<file path="config.mk">
export PLATFORM = sky130hd
export DESIGN_NAME = fifo_stream_reader
export DESIGN_NICKNAME = d
export VERILOG_FILES = /design/src/rtl/fifo_stream_reader.sv
export SDC_FILE = /design/constraint.sdc
export NUM_CORES = 1
export LEC_CHECK = 0
export CAP_MARGIN = 20
export CORE_MARGIN = 5
export CORE_UTILIZATION = 50
export DETAILED_ROUTE_END_ITERATION = 6
export GPL_ROUTABILITY_DRIVEN = 0
export HOLD_SLACK_MARGIN = 0.1
export PLACE_DENSITY_LB_ADDON = 0.05
export SYNTH_ARGS = -nofsm -noshare
export SYNTH_HDL_FRONTEND = slang
export SYNTH_SLANG_ARGS = --single-unit
</file>
<file path="constraint.sdc">
create_clock -name clk_i -period 6.6 [get_ports clk_i]
set_input_delay 1.32 -clock clk_i [delete_from_list [all_inputs] [get_ports clk_i]]
set_output_delay 1.32 -clock clk_i [all_outputs]
set_load 0.005 [all_outputs]
</file>
<file path="src/rtl/fifo_stream_reader.sv">
// Drains a show-ahead FIFO into a valid/ready stream with fixed-length sop/eop framing.
// A 2-entry skid buffer keeps the FIFO pop request independent of downstream ready.
module fifo_stream_reader #(
    parameter int DWIDTH  = 16,
    parameter int PKT_LEN = 8,
    parameter int CWIDTH  = 16
) (
    input  logic              clk_i,
    input  logic              srst_i,
    input  logic [DWIDTH-1:0] fifo_q_i,
    input  logic              fifo_empty_i,
    output logic              fifo_rdreq_o,
    output logic [DWIDTH-1:0] data_o,
    output logic              valid_o,
    input  logic              ready_i,
    output logic              sop_o,
    output logic              eop_o,
    output logic [CWIDTH-1:0] pkt_cnt_o
);

    localparam int            IW       = (PKT_LEN > 1) ? $clog2(PKT_LEN) : 1;
    localparam logic [IW-1:0] LAST_IDX = IW'(PKT_LEN - 1);

    logic [1:0]        occ;
    logic [1:0]        occ_nxt;
    logic [DWIDTH-1:0] tail;
    logic [IW-1:0]     widx;
    logic [IW-1:0]     widx_nxt;
    logic              pop;
    logic              xfer;

    // Pop depends only on registered occupancy, so ready_i never reaches the FIFO.
    assign fifo_rdreq_o = !srst_i && !fifo_empty_i && (occ != 2'd2);
    assign pop          = fifo_rdreq_o;
    assign xfer         = valid_o && ready_i;

    always_comb begin
        occ_nxt  = occ;
        widx_nxt = widx;
        case ({pop, xfer})
            2'b10:   occ_nxt = occ + 2'd1;
            2'b01:   occ_nxt = occ - 2'd1;
            default: occ_nxt = occ;
        endcase
        if (xfer) begin
            widx_nxt = (widx == LAST_IDX) ? '0 : widx + IW'(1);
        end
    end

    // data_o is the head register itself; framing flags are precomputed for the next head.
    always_ff @(posedge clk_i) begin
        if (srst_i) begin
            occ       <= 2'd0;
            widx      <= '0;
            pkt_cnt_o <= '0;
            valid_o   <= 1'b0;
            sop_o     <= 1'b0;
            eop_o     <= 1'b0;
            data_o    <= '0;
            tail      <= '0;
        end else begin
            occ     <= occ_nxt;
            widx    <= widx_nxt;
            valid_o <= (occ_nxt != 2'd0);
            sop_o   <= (occ_nxt != 2'd0) && (widx_nxt == '0);
            eop_o   <= (occ_nxt != 2'd0) && (widx_nxt == LAST_IDX);
            if (xfer && (widx == LAST_IDX)) begin
                pkt_cnt_o <= pkt_cnt_o + CWIDTH'(1);
            end
            if (xfer) begin
                if (pop && (occ == 2'd1)) begin
                    data_o <= fifo_q_i;
                end else begin
                    data_o <= tail;
                    if (pop) begin
                        tail <= fifo_q_i;
                    end
                end
            end else if (pop) begin
                if (occ == 2'd0) begin
                    data_o <= fifo_q_i;
                end else begin
                    tail <= fifo_q_i;
                end
            end
        end
    end

endmodule

</file>
==> impl_metrics.json <==
{
  "relative_slew_slack": 0.438,
  "antenna_cells_inserted": 0,
  "place.port_buffers": 55,
  "wl_per_cell_um": 13.4,
  "number_of_global_route_vias_before_repair": 1816,
  "critical_path.endpoint_type": "primary output",
  "initial_utilization": 0.518,
  "die_w_um": 80.2,
  "combinationalPowerShare": 0.109,
  "crit_start": "srst_i",
  "largest_fanout_on_the_critical_path": 46,
  "hpwlAfterDp_mm": 3.42,
  "timing.final.hold_violations": 0,
  "yosys-top-cells-count": "56 x sky130_fd_sc_hd__dfxtp_1, 36 x sky130_fd_sc_hd__nor2_1, 33 x sky130_fd_sc_hd__mux2i_1",
  "final_cell_area_um2": 3120,
  "flops_latches_synth": 56,
  "final_core_utilization": 0.656,
  "path_clk_slew_ns": 0.09,
  "cp_top_family": "buffers and inverters",
  "dp_worst_setup_slack_ns": 2.22,
  "synth_top_family_by_area": "simple AND/OR/NAND/NOR gates",
  "postCtsSetupRepairBufs": 0,
  "worst-endpoint-required_ns": 5.28,
  "leakagePower_nw": 1.22,
  "ys_seq_area_frac": 0.455,
  "grt_first_pass_wirelength_mm": 8.18,
  "synth_flop_cell": "sky130_fd_sc_hd__dfxtp_1",
  "netSwitchingPower_w": 0.000136,
  "maximum_clock_frequency_mhz": 228,
  "worst_reg_to_reg_cells": 7,
  "rsz0062_at_grt": "false",
  "postCtsResizedCells": 0,
  "design.core.area_um2": 4750,
  "clock_power_share": 0.296,
  "regToRegEndpoint": "tail[7]",
  "seqPwrFrac": 0.595,
  "drt_drc_violations_left": 0,
  "peakVddDrop_mv": 0.145,
  "number_of_antenna_violations_at_the_first_check_in_global_routing": 0,
  "synth-compound-area-share": 0.100,
  "worstPathCellList": "clkdlybuf4s50_1 -> buf_4 -> or3_4 -> inv_1 -> clkdlybuf4s50_1",
  "die_height_um": 80.2,
  "floorplan_die_area_um2": 6430,
  "crit_top_cell": "sky130_fd_sc_hd__clkdlybuf4s50_1",
  "post_synth_num_cell_types": 40,
  "post_route_cells_drive_above_1_share": 0.0633,
  "synthesis_to_finish_area_growth_pct": 26.5,
  "timing.critical_path.depth": 5,
  "worst_ep_arrival_time_ns": 3.07,
  "final_antenna_net_count": 0,
  "synthesis.yosys.warnings": 0,
  "grt-ovfl-total": 0,
  "cts-root-to-sink-buffers": 2,
  "timing.critical_path.buf_inv": 4,
  "timing.final.crit_share": 0.665,
  "yosys.area_share.adder": 0.0457,
  "drt_iter0_markers": 69,
  "count_of_mapped_cells_out_of_synthesis": 247,
  "vias": 1916,
  "critPathLaunchType": "input port",
  "largest_net_degree_at_the_start_of_global_routing": 47,
  "critPathMaxStageDelay_ns": 0.51,
  "cellPowerDensity_nw_per_um2": 190,
  "clk_latency_ns": 0.31,
  "final.setup_skew_ns": 0.00744,
  "row_count": 25,
  "nets": 329,
  "min_period_ns": 4.39,
  "cellInternalPower_w": 0.000455,
  "drt_pre_antenna_iters": 4,
  "power.share.switching": 0.230,
  "yosysTopAreaCellShare": 0.455,
  "number_of_synthesized_flops_with_an_enable_pin": 0,
  "worst_slack_ns": 2.21,
  "cts-buffers-inserted": 5,
  "grt_total_usage": 0.160,
  "tritoncts": "yes",
  "critical_path.slowest_cell": "sky130_fd_sc_hd__clkdlybuf4s50_1",
  "dpl-instance-area_um2": 3030,
  "syn-cell-area_um2": 2460,
  "clock-sinks": 56,
  "slew_violations": 0,
  "post_synth_xor_area_fraction": 0.0284,
  "cts_root_buf": "sky130_fd_sc_hd__clkbuf_8",
  "critPathKind": "input port to primary output",
  "status": "complete, no violations",
  "r2r_start": "occ[0]",
  "synth.top_cells.by_area": "sky130_fd_sc_hd__dfxtp_1 46%, sky130_fd_sc_hd__mux2i_1 13%, sky130_fd_sc_hd__nor2_1 5.5%",
  "cts_htree_levels": 2,
  "yosysMostFrequentCell": "sky130_fd_sc_hd__dfxtp_1",
  "rrSetupSlack_ns": 4.15,
  "drt_wl_total_mm": 4.92,
  "layout.filler_cells": 418,
  "synth_nets": 276,
  "route.detailed.vias_per_inst": 5.22,
  "synthMuxAreaShare": 0.157,
  "hold_path_class": "register to register",
  "synth_area_leader_cell": "sky130_fd_sc_hd__dfxtp_1",
  "async_reset_ff_frac": 0,
  "cap_viol_max_count": 0,
  "postSynthAreaPerCell_um2": 9.97,
  "cts_hold_repair.buffers": 0,
  "synth-simple-area-share": 0.169,
  "setup-violations-final": 0,
  "fin_tns_setup_ns": 0,
  "cp-endpoint": "fifo_rdreq_o",
  "slew_worst_pin_ns": 0.843,
  "design.portCount": 56
}
worst reg2reg max path: stages (launching register included):
cell	delay, ns
sky130_fd_sc_hd__dfxtp_1	0.40
sky130_fd_sc_hd__inv_1	0.10
sky130_fd_sc_hd__ha_1	0.20
sky130_fd_sc_hd__or3_4	0.41
sky130_fd_sc_hd__ha_1	0.24
sky130_fd_sc_hd__a2111o_1	0.65
sky130_fd_sc_hd__mux2i_1	0.27
sky130_fd_sc_hd__nor2_1	0.06
layer usage:
layer  GRT usage  part of all wire  vias up
li1            -                 -      974
met1       0.203              0.48      894
met2       0.260              0.46       40
met3      0.0381             0.051        8
met4      0.0608             0.014        0
met5           0                 0        -
cells by family (layout without fill, tap and decap cells):
family	after synthesis	count (layout)
and+or+nand+nor	83	83
muxes	38	38
buffers and inverters	19	72
adders and majority gates	9	9
xor gates and xnor gates	8	8
AOI/OAI and AO/OA	34	34
DFF	56	56
registers in the layout, indices dropped and copies added, names as in the netlist:
signal,cells
data_o,16
occ,2
valid_o,1
widx,3
pkt_cnt_o,16
sop_o,1
tail,16
eop_o,1
area by class of cell:
cell class / instances / area (um2) / share of cell area
Multi-Input combinational cell: 172 / 1230 / 0.395
Sequential cell: 56 / 1120 / 0.360
Timing Repair Buffer: 58 / 577 / 0.185
Tap cell: 67 / 83.8 / 0.0269
Clock buffer: 6 / 72.6 / 0.0233
Inverter: 7 / 26.3 / 0.00843
Clock inverter: 1 / 5.00 / 0.00161
worst min-delay path by stage:
stage / from / end / slack [ns] / cells past startpoint
2_1_floorplan: data_o[0] / data_o[0] / 0.46 / 1
3_3_place_gp: data_o[11] / data_o[11] / 0.45 / 1
3_5_place_dp: data_o[0] / data_o[0] / 0.45 / 1
4_1_cts: data_o[0] / data_o[0] / 0.48 / 1
5_1_grt: data_o[6] / data_o[6] / 0.48 / 1
6_report: data_o[0] / data_o[0] / 0.47 / 1
power by group through the flow:
stage          sequential [W]  combinational [W]  clock [W]
6_report             0.000352          0.0000646   0.000175
5_1_grt              0.000353          0.0000704   0.000194
4_1_cts              0.000352          0.0000641   0.000181
3_5_place_dp         0.000359          0.0000634          0
3_3_place_gp         0.000359          0.0000628          0
2_1_floorplan        0.000359          0.0000295          0
cell usage in the layout, fill, tap and decap left out, drive strengths merged, types with 2 or more instances in the layout:
| cell type | count |
|---|---|
| xor2 | 5 |
| and2b | 2 |
| o2bb2ai | 15 |
| mux2i | 33 |
| or4 | 2 |
| a21oi | 11 |
| nand3 | 8 |
| or3 | 6 |
| nand4 | 2 |
| o21ai | 3 |
| nor3 | 3 |
| ha | 9 |
| nor2 | 36 |
| nand2 | 10 |
| clkbuf | 6 |
| xnor2 | 3 |
| mux2 | 5 |
| clkdlybuf4s50 | 55 |
| dfxtp | 56 |
| nor2b | 3 |
| inv | 7 |
| and3 | 5 |
| buf | 3 |
| nor4 | 3 |
through the flow:
step / instances / total power (W) / hold slack, ns
floorplan: 247 / 0.000389 / 0.456
global placement: 359 / 0.000422 / 0.448
detailed placement: 359 / 0.000423 / 0.449
CTS: 366 / 0.000597 / 0.476
global route: 367 / 0.000617 / 0.483
finish: 367 / 0.000591 / 0.474
Note: power is estimated with default switching activity, not from simulation.
